File: src/rtl/keypad_scanner_pkg.sv
// Shared key codes and decode helpers for the keypad scanner and the calculator control FSM.
// Codes 0x00-0x0F are hex digits; KEY_NONE marks "no key held".
package keypad_scanner_pkg;

  localparam int KEY_W = 5;
  typedef logic [KEY_W-1:0] key_t;

  localparam key_t KEY_0    = 5'h00;
  localparam key_t KEY_1    = 5'h01;
  localparam key_t KEY_2    = 5'h02;
  localparam key_t KEY_3    = 5'h03;
  localparam key_t KEY_4    = 5'h04;
  localparam key_t KEY_5    = 5'h05;
  localparam key_t KEY_6    = 5'h06;
  localparam key_t KEY_7    = 5'h07;
  localparam key_t KEY_8    = 5'h08;
  localparam key_t KEY_9    = 5'h09;
  localparam key_t KEY_A    = 5'h0A;
  localparam key_t KEY_B    = 5'h0B;
  localparam key_t KEY_C    = 5'h0C;
  localparam key_t KEY_D    = 5'h0D;
  localparam key_t KEY_E    = 5'h0E;
  localparam key_t KEY_F    = 5'h0F;
  localparam key_t KEY_NONE = 5'h10;

  // Lowest pressed row wins within a column.
  function automatic logic [1:0] first_row(input logic [3:0] pressed);
    if (pressed[0]) return 2'd0;
    if (pressed[1]) return 2'd1;
    if (pressed[2]) return 2'd2;
    return 2'd3;
  endfunction

  function automatic key_t key_decode(input logic [1:0] row, input logic [1:0] col);
    key_t k;
    case ({row, col})
      4'b00_00: k = KEY_1;
      4'b00_01: k = KEY_2;
      4'b00_10: k = KEY_3;
      4'b00_11: k = KEY_A;
      4'b01_00: k = KEY_4;
      4'b01_01: k = KEY_5;
      4'b01_10: k = KEY_6;
      4'b01_11: k = KEY_B;
      4'b10_00: k = KEY_7;
      4'b10_01: k = KEY_8;
      4'b10_10: k = KEY_9;
      4'b10_11: k = KEY_C;
      4'b11_00: k = KEY_E;
      4'b11_01: k = KEY_0;
      4'b11_10: k = KEY_F;
      default:  k = KEY_D;
    endcase
    return k;
  endfunction

endpackage

File: src/rtl/keypad_scanner_if.sv
// Keypad-side and key-output signals of the scanner; master is the scanner itself,
// slave is the keypad matrix plus the key consumer.
interface keypad_scanner_if;
  import keypad_scanner_pkg::*;

  logic [3:0] row_n;
  logic [3:0] col_n;
  key_t       key;
  logic       key_new;

  modport master (input row_n, output col_n, output key, output key_new);
  modport slave  (output row_n, input col_n, input key, input key_new);

endinterface

File: src/rtl/keypad_scanner_key_debouncer.sv
// Frame-rate debouncer: key follows the frame candidate once it has been identical for
// DEBOUNCE_FRAMES consecutive frames; key_new pulses for one cycle on each update.
module key_debouncer
  import keypad_scanner_pkg::*;
#(
  parameter int DEBOUNCE_FRAMES = 4
) (
  input  logic clk,
  input  logic rst,
  input  logic frame_end_i,
  input  key_t cand_i,
  output key_t key_o,
  output logic key_new_o
);

  localparam int CW = $clog2(DEBOUNCE_FRAMES + 1);
  localparam logic [CW-1:0] CNT_MAX = CW'(DEBOUNCE_FRAMES);

  key_t          prev_q, prev_d;
  logic [CW-1:0] cnt_q, cnt_d;
  key_t          key_q, key_d;
  logic          key_new_q, key_new_d;

  always_comb begin
    prev_d    = prev_q;
    cnt_d     = cnt_q;
    key_d     = key_q;
    key_new_d = 1'b0;
    if (frame_end_i) begin
      prev_d = cand_i;
      if (cand_i == prev_q) begin
        cnt_d = (cnt_q == CNT_MAX) ? cnt_q : cnt_q + 1'b1;
      end else begin
        cnt_d = CW'(1);
      end
      if (cnt_d == CNT_MAX && cand_i != key_q) begin
        key_d     = cand_i;
        key_new_d = 1'b1;
      end
    end
  end

  always_ff @(posedge clk or posedge rst) begin
    if (rst) begin
      prev_q    <= KEY_NONE;
      cnt_q     <= '0;
      key_q     <= KEY_NONE;
      key_new_q <= 1'b0;
    end else begin
      prev_q    <= prev_d;
      cnt_q     <= cnt_d;
      key_q     <= key_d;
      key_new_q <= key_new_d;
    end
  end

  assign key_o     = key_q;
  assign key_new_o = key_new_q;

endmodule

File: src/rtl/keypad_scanner.sv
// 4x4 keypad column scanner: drives one column low per SCAN_DIV cycles, samples the
// synchronized rows at the end of each dwell and forms a per-frame scan-order candidate.
module keypad_scanner
  import keypad_scanner_pkg::*;
#(
  parameter int SCAN_DIV        = 1000,
  parameter int DEBOUNCE_FRAMES = 4
) (
  input  logic clk,
  input  logic rst,
  keypad_scanner_if.master kp
);

  localparam int DW = $clog2(SCAN_DIV);

  logic [3:0]    sync1_q, sync2_q;
  logic [DW-1:0] dwell_q, dwell_d;
  logic [1:0]    col_q, col_d;
  key_t          cand_q, cand_d;
  key_t          col_cand, frame_cand;
  logic          col_last, frame_end;
  logic [3:0]    pressed;

  always_ff @(posedge clk or posedge rst) begin
    if (rst) begin
      sync1_q <= 4'hF;
      sync2_q <= 4'hF;
    end else begin
      sync1_q <= kp.row_n;
      sync2_q <= sync1_q;
    end
  end

  always_comb begin
    pressed  = ~sync2_q;
    col_last = (dwell_q == DW'(SCAN_DIV - 1));
    frame_end = col_last && (col_q == 2'd3);
    dwell_d  = col_last ? '0 : dwell_q + 1'b1;
    col_d    = col_last ? col_q + 2'd1 : col_q;
    col_cand = (|pressed) ? key_decode(first_row(pressed), col_q) : KEY_NONE;
    // Column 0 starts a fresh frame; later columns only fill in if nothing was found yet.
    frame_cand = (col_q == 2'd0 || cand_q == KEY_NONE) ? col_cand : cand_q;
    cand_d   = col_last ? frame_cand : cand_q;
  end

  always_ff @(posedge clk or posedge rst) begin
    if (rst) begin
      dwell_q <= '0;
      col_q   <= 2'd0;
      cand_q  <= KEY_NONE;
    end else begin
      dwell_q <= dwell_d;
      col_q   <= col_d;
      cand_q  <= cand_d;
    end
  end

  assign kp.col_n = ~(4'b0001 << col_q);

  key_debouncer #(
    .DEBOUNCE_FRAMES(DEBOUNCE_FRAMES)
  ) u_debouncer (
    .clk        (clk),
    .rst        (rst),
    .frame_end_i(frame_end),
    .cand_i     (frame_cand),
    .key_o      (kp.key),
    .key_new_o  (kp.key_new)
  );

endmodule

File: src/flat_wrapper.sv
// flat-port wrapper written by rule: the top's interface ports become plain ports
module keypad_scanner_flat import keypad_scanner_pkg::*;
#(
  parameter int SCAN_DIV        = 1000,
  parameter int DEBOUNCE_FRAMES = 4
)
  (clk, rst, kp_row_n, kp_col_n, kp_key, kp_key_new);
  keypad_scanner_if kp_i ();
  input  logic clk;
  input  logic rst;
  input wire logic [$bits(kp_i.row_n)-1:0] kp_row_n;
  output wire logic [$bits(kp_i.col_n)-1:0] kp_col_n;
  output wire logic [$bits(kp_i.key)-1:0] kp_key;
  output wire logic [$bits(kp_i.key_new)-1:0] kp_key_new;
  assign kp_i.row_n = kp_row_n;
  assign kp_col_n = kp_i.col_n;
  assign kp_key = kp_i.key;
  assign kp_key_new = kp_i.key_new;
  keypad_scanner #(.SCAN_DIV(SCAN_DIV), .DEBOUNCE_FRAMES(DEBOUNCE_FRAMES)) u_core (.clk(clk), .rst(rst), .kp(kp_i));
endmodule
File: config.mk
export PLATFORM = sky130hd
export DESIGN_NAME = keypad_scanner_flat
export DESIGN_NICKNAME = d
export VERILOG_FILES = /design/src/rtl/keypad_scanner_pkg.sv /design/src/rtl/keypad_scanner_if.sv /design/src/rtl/keypad_scanner_key_debouncer.sv /design/src/rtl/keypad_scanner.sv /design/src/flat_wrapper.sv
export SDC_FILE = /design/constraint.sdc
export NUM_CORES = 1
export LEC_CHECK = 0
export CAP_MARGIN = 10
export CORE_MARGIN = 5
export CORE_UTILIZATION = 51
export CTS_CLUSTER_DIAMETER = 60
export CTS_CLUSTER_SIZE = 25
export DETAILED_ROUTE_END_ITERATION = 10
export GPL_TIMING_DRIVEN = 0
export PLACE_DENSITY = 0.72
export SLEW_MARGIN = 20
export SYNTH_ARGS = -nofsm -noshare
export SYNTH_HDL_FRONTEND = slang
export SYNTH_HIERARCHICAL = 1
export SYNTH_SLANG_ARGS = --single-unit
File: constraint.sdc
create_clock -name clk -period 2.55 [get_ports clk]
set_input_delay 0.765 -clock clk [delete_from_list [all_inputs] [get_ports clk]]
set_output_delay 0.765 -clock clk [all_outputs]
set_load 0.005 [all_outputs]
==> impl_results.md, run 1 <==
* Starting Density at 0.5310
* Hold Vio Cnt, Final at 0
* Routability cong. at 0.8115
* Initial antenna violation count at 0
* Startpoint Class: register
* Finished Layout Cells at 256
* Post-route ant nets at 0
* First-pass GRT wire length at 6265 µm
* Max-cap viol count at 0
* Number of cell rows at 22
* Yosys cell types at 39
* Final core occ at 0.6343
* CTS H-tree depth at 2
* Die width at 72.20 µm
* Worst slew pin tran at 975.8 ps
* Largest net degree at the start of global routing at 26
* Skew final at 8.522 ps
* Slowest stage cell, crit path: dfrtp_1
* Max Buffers Root-to-Sink at 2
* Post-DP HPWL at 2600 µm
* Post-Syn Area at 1973 µm²
* Worst relative slew slack at 0.3441
* Crit path max fanout at 6
* Root Driver: clkbuf_8
* Gr ovfl total at 0
* CP Buf/Inv Count at 1
* Via Count at 1394
* Type of destination of the critical path: register
* Post-layout net count at 224
* Layout cell share with drive strength beyond 1 at 0.2452
* Routed wire per std cell at 14.09 µm
* ANT cells at 0
* Fin Setup TNS at 0 ps
* Maximum VDD drop at 0.5281 mV
* Core area at 3716 µm²
* Vias in the first global route at 1416
* Synthesized Nets at 198
* Slew Limit Fails at 0
* Design Power at 1.098 mW
* Final period util at 0.9598
* DR iter-0 viols at 58
* Placed insts at 245
* CP max stage delay at 390 ps
* Port bufs at 15
* WP data arrival at 2610 ps
* TritonCTS clock tree: yes
* Ys Warns at 6
* Critical Path, Cell by Cell: inv_2, ha_2, mux2_2, mux2i_1, nand4_1, o21ai_4, xor2_1, nor2_2, nand4_4, mux2_2
* DIE AREA at 5213 µm²
* Drt pass-1 iters at 4
* Pwr Density at 465.9 nW/µm²
* Seq cells post-synth at 39
* Tmin final at 2448 ps
* Worst hold slack at 355.4 ps
* Worst min path class: register to register
* Final WL at 3608 µm
* Die height at 72.20 µm
* Syn Area/Cell at 10.84 µm²
* Area delta synth->final at 19.47%
* Clk_lat worst skew at 280 ps
* DP Worst Slack at -489.0 ps
* Run status: finished clean
* Seq/Total Area, Yosys at 0.5016
* Clk slew on worst S/H paths at 70 ps
* Static Leak at 1.031 nW
* Num Clock Sinks at 39
* Setup Viol. Count Final at 0
* Vias/cell at 5.445
* CP dominant cell by count: mux2_2
* TritonCTS Buffers at 5
* Post-route design area at 2357 µm²
* Req. time, crit path at 2710 ps
* RSZ-0062 raised after global routing: true
* Achievable Freq at 408.6 MHz
* Crit-path leading delay family: multiplexers
* CP Class: register to register
* Hold buffers post-CTS at 0
* Remaining DRCs at 0
* Total track usage at 0.1512
* I/O pins at 16
* Post-DP Area at 2188 µm²
* Post-Syn Instances at 182
* PnR worst setup slack at 102.4 ps
==> repair_timing <==
item | 4_1_cts | 5_1_grt
resized for setup | 12 | 7
hold endpoints to repair | 0 | 0
pin swaps | 3 | 3
endpoints found under the setup margin | 10 | 15
buffers inserted | 4 | 1
==> per-layer routing <==
layer | routed length (µm) | vias up | global-route usage
met3 | 160 | 6 | 0.03740
met1 | 1516 | 656 | 0.1724
met5 | 0 | - | 0
met2 | 1885 | 41 | 0.2659
met4 | 46 | 0 | 0.06681
li1 | - | 691 | -
==> worst register-to-register path, delay by kind of cell, from the launching register on <==
kind	cells	cell delay [ps]
muxes	3	770
adders and majority gates	1	290
and+or+nand+nor	3	400
buffers and inverters	1	120
xor gates and xnor gates	1	210
AOI/OAI and AO/OA	1	160
DFF	1	390
==> flip-flops by register name, summed over array words and instances (netlist names) <==
signal and flops:
u_core/cand_q 5, u_core/sync1_q 4, u_core/u_debouncer/key_new_o 1, u_core/u_debouncer/prev_q 5, u_core/dwell_q 10, u_core/sync2_q 4
u_core/col_q 2, u_core/u_debouncer/key_o 5, u_core/u_debouncer/cnt_q 3
==> cells in the final DEF (no fill, tap or decap), types with 2 or more instances in the layout <==
| cell | netlist | layout |
|---|---|---|
| o31ai_1 | 2 | 2 |
| xor2_1 | 10 | 10 |
| nand2_1 | 9 | 9 |
| mux2i_1 | 2 | 2 |
| inv_2 | 0 | 2 |
| a31oi_1 | 2 | 2 |
| nor2_2 | 0 | 2 |
| clkbuf_8 | 0 | 6 |
| nand4_1 | 4 | 4 |
| dfrtp_1 | 28 | 28 |
| nand2b_1 | 2 | 2 |
| xnor2_1 | 5 | 5 |
| nor2b_1 | 2 | 2 |
| dfstp_2 | 11 | 11 |
| o2bb2ai_1 | 3 | 3 |
| or3_1 | 4 | 4 |
| buf_4 | 0 | 5 |
| nor3_1 | 4 | 3 |
| nand3_1 | 7 | 7 |
| and3_1 | 2 | 2 |
| ha_1 | 10 | 9 |
| o21ai_1 | 0 | 2 |
| mux2_2 | 12 | 12 |
| a21oi_1 | 8 | 7 |
| inv_1 | 14 | 12 |
| o21ai_2 | 0 | 2 |
| clkdlybuf4s50_1 | 0 | 15 |
| buf_2 | 1 | 2 |
| nor2_1 | 8 | 6 |
| o21ai_0 | 14 | 9 |
==> final cells by class <==
cell class                      count  area (µm²)
Buffer                              3       13.76
Clock buffer                        6       82.58
Clock inverter                      1       5.005
Fill cell                         297        1359
Inverter                           14       52.55
Multi-Input combinational cell    125       965.9
Sequential cell                    39       989.7
Tap cell                           48       60.06
Timing Repair Buffer               20       187.7
==> cell families (layout without fill, tap and decap cells) <==
logic type | count (synthesis) | after routing | share of synthesized area
buffers and inverters | 18 | 44 | 0.03487
AO/OA/AOI/OAI | 36 | 36 | 0.1141
XOR/XNOR | 15 | 15 | 0.06658
adder cells (fa/ha/maj) | 10 | 10 | 0.06341
multiplexers | 14 | 14 | 0.07863
flip-flops | 39 | 39 | 0.5016
AND/OR/NAND/NOR | 50 | 50 | 0.1408
==> power breakdown <==
part           internal [mW]  switching, mW
clock                  0.212          0.191
combinational         0.0244         0.0344
sequential             0.630        0.00599
==> worst paths after layout <==
kind	slack, ps	depth (start not counted)	start	to
max	100	10	u_core/col_q[0]	u_core/u_debouncer/key_o[1]
max in group asynchronous	950	2	rst	u_core/col_q[0]
min	360	0	u_core/sync1_q[0]	u_core/sync2_q[0]
min in group asynchronous	850	2	rst	u_core/u_debouncer/prev_q[2]
min reg2reg	360	0	u_core/sync1_q[0]	u_core/sync2_q[0]
max reg2reg	100	10	u_core/col_q[0]	u_core/u_debouncer/key_o[1]
==> cells in the mapped netlist <==
cell | n | area share
nor2b_1 | 2 | 0.0063
nand3_1 | 7 | 0.018
a31oi_1 | 2 | 0.0063
and2_1 | 1 | 0.0032
ha_1 | 10 | 0.063
dfstp_2 | 11 | 0.15
nor3b_1 | 1 | 0.0038
clkbuf_1 | 3 | 0.0057
nand4_1 | 4 | 0.013
o21ai_0 | 14 | 0.036
nor2_1 | 8 | 0.015
a21oi_1 | 8 | 0.020
xor2_1 | 10 | 0.044
buf_2 | 1 | 0.0025
mux2i_1 | 2 | 0.010
mux2_2 | 12 | 0.068
nand2_1 | 9 | 0.017
o311ai_0 | 1 | 0.0044
a21o_1 | 1 | 0.0038
nor3_1 | 4 | 0.010
or3_1 | 4 | 0.013
a22oi_1 | 1 | 0.0038
or4_1 | 1 | 0.0038
nand4b_1 | 1 | 0.0044
a211oi_1 | 1 | 0.0038
dfrtp_1 | 28 | 0.36
xnor2_1 | 5 | 0.022
o211ai_1 | 1 | 0.0038
nand4_2 | 1 | 0.0063
o31ai_1 | 2 | 0.0076
inv_1 | 14 | 0.027
nand3b_1 | 1 | 0.0038
o21a_1 | 1 | 0.0038
nand2b_1 | 2 | 0.0063
o2bb2ai_1 | 3 | 0.013
or3b_1 | 1 | 0.0044
a311oi_2 | 1 | 0.0076
nor4_2 | 1 | 0.0063
and3_1 | 2 | 0.0063
(Power assumes the default switching activity.)
==> run 2: changes to the inputs <==
- CORE_UTILIZATION: 51 -> 54
- CTS_BUF_LIST: not set -> sky130_fd_sc_hd__clkbuf_4 sky130_fd_sc_hd__clkbuf_8
- PLACE_DENSITY: 0.72 -> not set
- PLACE_DENSITY_LB_ADDON: not set -> 0.05
==> run 2 against run 1 <==
Compared with the run above:
- combinational power up 4.8%
- non-clock buffer count is 1 higher
- worst hold slack got worse by 1.1 ps
- fmax grew 1.1%
- cell count rose by 0.78%
- setup slack improved by 28 ps
- critical path type is now register to output pin
- largest power group unchanged
==> impl_results.md, run 2 (synthesis results as in run 1) <==
* Run status: finished clean
* Post-DP Area at 2188 µm²
* Largest reg by FF count: u_core/dwell_q
* Hold buffers post-CTS at 0
* Static Leak at 1.034 nW
* Remaining DRCs at 0
* First-pass GRT wire length at 6541 µm
* Via Count at 1410
* Final period util at 0.9489
* Max-cap viol count at 0
* Fin Setup TNS at 0 ps
* Slew Limit Fails at 0
* Post-layout net count at 225
* Vias in the first global route at 1469
* Worst slew pin tran at 910.8 ps
* Startpoint Class: register
* Type of destination of the critical path: output pin
* Core area at 3606 µm²
* Initial antenna violation count at 0
* Post-route design area at 2374 µm²
* Design Power at 1.089 mW
* Routed wire per std cell at 14.34 µm
* Number of cell rows at 22
* Critical Path, Cell by Cell: buf_4, ha_1, inv_1, clkdlybuf4s50_1
* Vias/cell at 5.465
* Post-DP HPWL at 2584 µm
* CP Class: register to output pin
* Slowest stage cell, crit path: clkdlybuf4s50_1
* Worst relative slew slack at 0.3878
* I/O pins at 16
* Worst hold slack at 354.3 ps
* Hold Vio Cnt, Final at 0
* Tmin final at 2420 ps
* DP Worst Slack at -500.1 ps
* Req. time, crit path at 1790 ps
* Clk slew on worst S/H paths at 70 ps
* DIE AREA at 4963 µm²
* Skew final at 4.883 ps
* Final WL at 3699 µm
* CP max stage delay at 500 ps
* Setup Viol. Count Final at 0
* Area delta synth->final at 20.29%
* PnR worst setup slack at 130.2 ps
* Starting Density at 0.5472
* Drt pass-1 iters at 4
* Most frequent cells in the layout: dfrtp_1, clkdlybuf4s50_1, inv_1, mux2_2, dfstp_2
* TritonCTS Buffers at 5
* Largest net degree at the start of global routing at 26
* Gr ovfl total at 0
* Routability cong. at 0.8398
* CTS H-tree depth at 2
* TritonCTS clock tree: yes
* Post-route ant nets at 0
* Max Buffers Root-to-Sink at 2
* Total track usage at 0.1665
* Num Clock Sinks at 39
* Layout cell share with drive strength beyond 1 at 0.2619
* WP data arrival at 1650 ps
* DR iter-0 viols at 65
* Worst min path class: register to register
* ANT cells at 0
* Max FFs per register at 10
* Crit path max fanout at 4
* Most common library cell in the layout ignoring fill and taps: dfrtp_1
* Achievable Freq at 413.3 MHz
* Die width at 70.45 µm
* Pwr Density at 458.9 nW/µm²
* Port bufs at 15
* Clk_lat worst skew at 290 ps
* Maximum VDD drop at 0.3192 mV
* Root Driver: clkbuf_8
* Die height at 70.45 µm
-- run 2: worst max-delay path: cells and delay by family, from the launching register on --
kind	cells	cell delay, ps
DFF	1	400
adders and majority gates	1	210
buffers and inverters	3	760
-- run 2: metrics by stage --
stage	instances	util
floorplan	182	-
CTS	256	0.6461
global route	258	0.6582
finish	258	0.6582
global placement	245	0.6069
detailed placement	245	0.6069
-- run 2: metal layers --
metal  global-route usage  up-vias  wire length, µm
met5                    0        -                0
met4              0.05745        0               34
met3              0.04892        4              122
met2               0.2744       25             1797
met1               0.2072      689             1744
li1                     -      692                -
-- run 2: path summary, 6_finish.rpt --
path	depth (start not counted)	from	slack, ps	endpoint
setup / recovery	4	u_core/col_q[1]	130	kp_col_n[3]
hold / removal	0	u_core/sync1_q[1]	350	u_core/sync2_q[1]
setup reg to reg	10	u_core/col_q[0]	140	u_core/u_debouncer/key_o[1]
hold reg to reg	0	u_core/sync1_q[1]	350	u_core/sync2_q[1]
max in group asynchronous	2	rst	940	u_core/col_q[0]
min in group asynchronous	2	rst	840	u_core/u_debouncer/prev_q[3]
-- run 2: cell type report --
cell class,count,area [µm²]
Timing Repair Buffer,21,195.2
Inverter,14,55.05
Fill cell,297,1232
Tap cell,48,60.06
Buffer,3,16.27
Clock inverter,3,15.01
Multi-Input combinational cell,125,972.2
Sequential cell,39,991.0
Clock buffer,5,68.82
-- run 2: report_power, final --
part           switching, mW  total [mW]  internal [mW]
clock network          0.204       0.391          0.187
registers            0.00653       0.637          0.630
logic                 0.0343      0.0616         0.0272
total                  0.245        1.09          0.845
-- run 2: what timing repair did --
| item | CTS | global route |
|---|---|---|
| pin swaps | 3 | 3 |
| setup buffers | 4 | 2 |
| endpoints found under the setup margin | 10 | 13 |
| gates resized for setup | 12 | 11 |
==> run 3: changes to the inputs <==
- CORE_UTILIZATION: 54 -> 60
- clock period: 2.55 -> 2.35 ns (I/O delays scaled with it)
==> run 3 against run 2 <==
Compared with the run above:
- the run now ends with setup timing left
- register-to-register slack worse by 160 ps
- power is 6.6% higher
- global-route usage is 4.1 points higher
- non-clock buffer count is 9 higher
- via count is 6.0% higher
- clock skew is 4.2 ps higher
- core utilization is 14 points higher
- die area is 8.6% lower
- sequential share of layout area is 1.6 points lower
- wire length is 8.7% higher
- largest cell class is now multi-input combinational cells
- largest power group unchanged
- highest routed layer unchanged
==> impl_results.md, run 3 (synthesis results as in run 1) <==
* Post-layout net count at 234
* Core area at 3103 µm²
* TritonCTS Buffers at 5
* Root Driver: clkbuf_4
* Initial antenna violation count at 0
* CTS H-tree depth at 2
* I/O pins at 16
* Routability cong. at 0.7901
* ANT cells at 0
* Placed insts at 241
* Worst relative slew slack at 0.3681
* Req. time, crit path at 2590 ps
* Post-route design area at 2470 µm²
* Finished Layout Cells at 263
* Failing checks: setup timing
* Crit path max fanout at 6
* Clk_lat worst skew at 340 ps
* Clk pwr share at 0.343
* Max-cap viol count at 0
* Slew Limit Fails at 0
* Clk slew on worst S/H paths at 110 ps
* Number of cell rows at 20
* Most common library cell in the layout ignoring fill and taps: dfrtp_1
* Hold path endpoint: u_core/sync2_q[1]
* CP Class: register to register
* Drt pass-1 iters at 4
* Final WL at 4021 µm
* Hold path depth at 0
* Run status: complete, but fails checks
* PnR worst setup slack at -16.67 ps
* Vias in the first global route at 1510
* Pint at 903.8 µW
* Startpoint Class: register
* Port bufs at 15
* Worst min path class: register to register
* RSZ-0062 raised after global routing: true
* Max Buffers Root-to-Sink at 2
* Remaining DRCs at 0
* Pwr Density at 470.3 nW/µm²
* NetSw at 257.6 µW
* Internal reg-to-reg setup slack at -20 ps
* DR iter-0 viols at 78
* DP Worst Slack at -460.0 ps
* Gr ovfl total at 0
* Final core occ at 0.7960
* Tmin final at 2367 ps
* Fin Setup TNS at -41.22 ps
* WP data arrival at 2610 ps
* Combinational group share of total power at 0.063
* Total track usage at 0.2080
* Hold Startpoint: u_core/sync1_q[1]
* Maximum VDD drop at 0.4008 mV
* Largest reg by FF count: u_core/dwell_q
* Starting Density at 0.6359
* Fill count at 218
* Post-DP HPWL at 2739 µm
* Final period util at 1.007
* Skew final at 9.043 ps
* TritonCTS clock tree: yes
* Design Power at 1.161 mW
* Num Clock Sinks at 39
* Hold buffers post-CTS at 0
* Post-DP Area at 2198 µm²
* Cells on worst reg2reg path at 10
* Area delta synth->final at 25.17%
* Static Leak at 1.091 nW
* Max FFs per register at 10
* Layout cell share with drive strength beyond 1 at 0.3242
* Worst flop-to-flop path startpoint: u_core/col_q[0]
* Most frequent cells in the layout: dfrtp_1, buf_4
* Switching Fraction at 0.2218
* FF-to-FF End: u_core/u_debouncer/key_o[0]
* Vias/cell at 5.681
* Via Count at 1494
* Type of destination of the critical path: register
* Seq pwr share at 0.594
* Worst hold slack at 356.5 ps
* Worst slew pin tran at 940.1 ps
* Critical path startpoint: u_core/col_q[0]
* Die height at 67.35 µm
* Achievable Freq at 422.5 MHz
* DIE AREA at 4535 µm²
* Die width at 67.35 µm
* Hold Vio Cnt, Final at 0
* Routed wire per std cell at 15.29 µm
* First-pass GRT wire length at 6900 µm
* Setup Viol. Count Final at 4
* Largest net degree at the start of global routing at 26
* Post-route ant nets at 0
## run 3: power groups by stage
stage                     clock (mW)  combinational, mW  sequential (mW)
final                          0.398             0.0732            0.690
after global placement             0             0.0541            0.700
after CTS                      0.413             0.0672            0.690
after global routing           0.444             0.0818            0.691
after detailed placement           0             0.0570            0.701
after floorplan                    0             0.0378            0.700
## run 3: area by class of cell
| type | count | area [µm²] | share of cell area |
|---|---|---|---|
| inverter | 14 | 57.56 | 0.02330 |
| buffer | 3 | 22.52 | 0.009119 |
| tap | 44 | 55.05 | 0.02229 |
| timing repair buffer | 30 | 272.8 | 0.1104 |
| sequential | 39 | 992.2 | 0.4017 |
| multi-input combinational | 125 | 997.2 | 0.4037 |
| clock buffer | 8 | 72.57 | 0.02938 |
## run 3: layer usage
layer	global-route usage	up-vias	routed length, µm
li1	-	719	-
met2	0.3742	31	2126
met3	0.05657	8	155
met5	0	-	0
met4	0.06835	0	74
met1	0.2372	736	1663
## run 3: what timing repair did
item,CTS,global route
pin swaps,5,6
setup buffers,11,4
endpoints found under the setup margin,18,17
gates resized for setup,18,14
## run 3: how the worst max path moves through the flow
stage / slack, ps / to / depth (start not counted)
detailed placement: -460 / u_core/u_debouncer/key_o[2] / 7
finish: -20 / u_core/u_debouncer/key_o[0] / 10
floorplan: -20 / u_core/u_debouncer/key_o[0] / 10
global placement: -370 / u_core/u_debouncer/key_o[0] / 10
CTS: 5 / u_core/u_debouncer/key_o[2] / 10
global route: -150 / u_core/u_debouncer/key_o[2] / 10
## run 3: critical path, cell delays in order (launching register included)
cell and delay, ps:
dfrtp_2 470, buf_6 140, ha_2 180, mux2_2 260, mux2i_1 150, nand4_1 150
o21ai_2 110, xor2_1 230, nor2_2 90, nand4_4 140, mux2_2 350
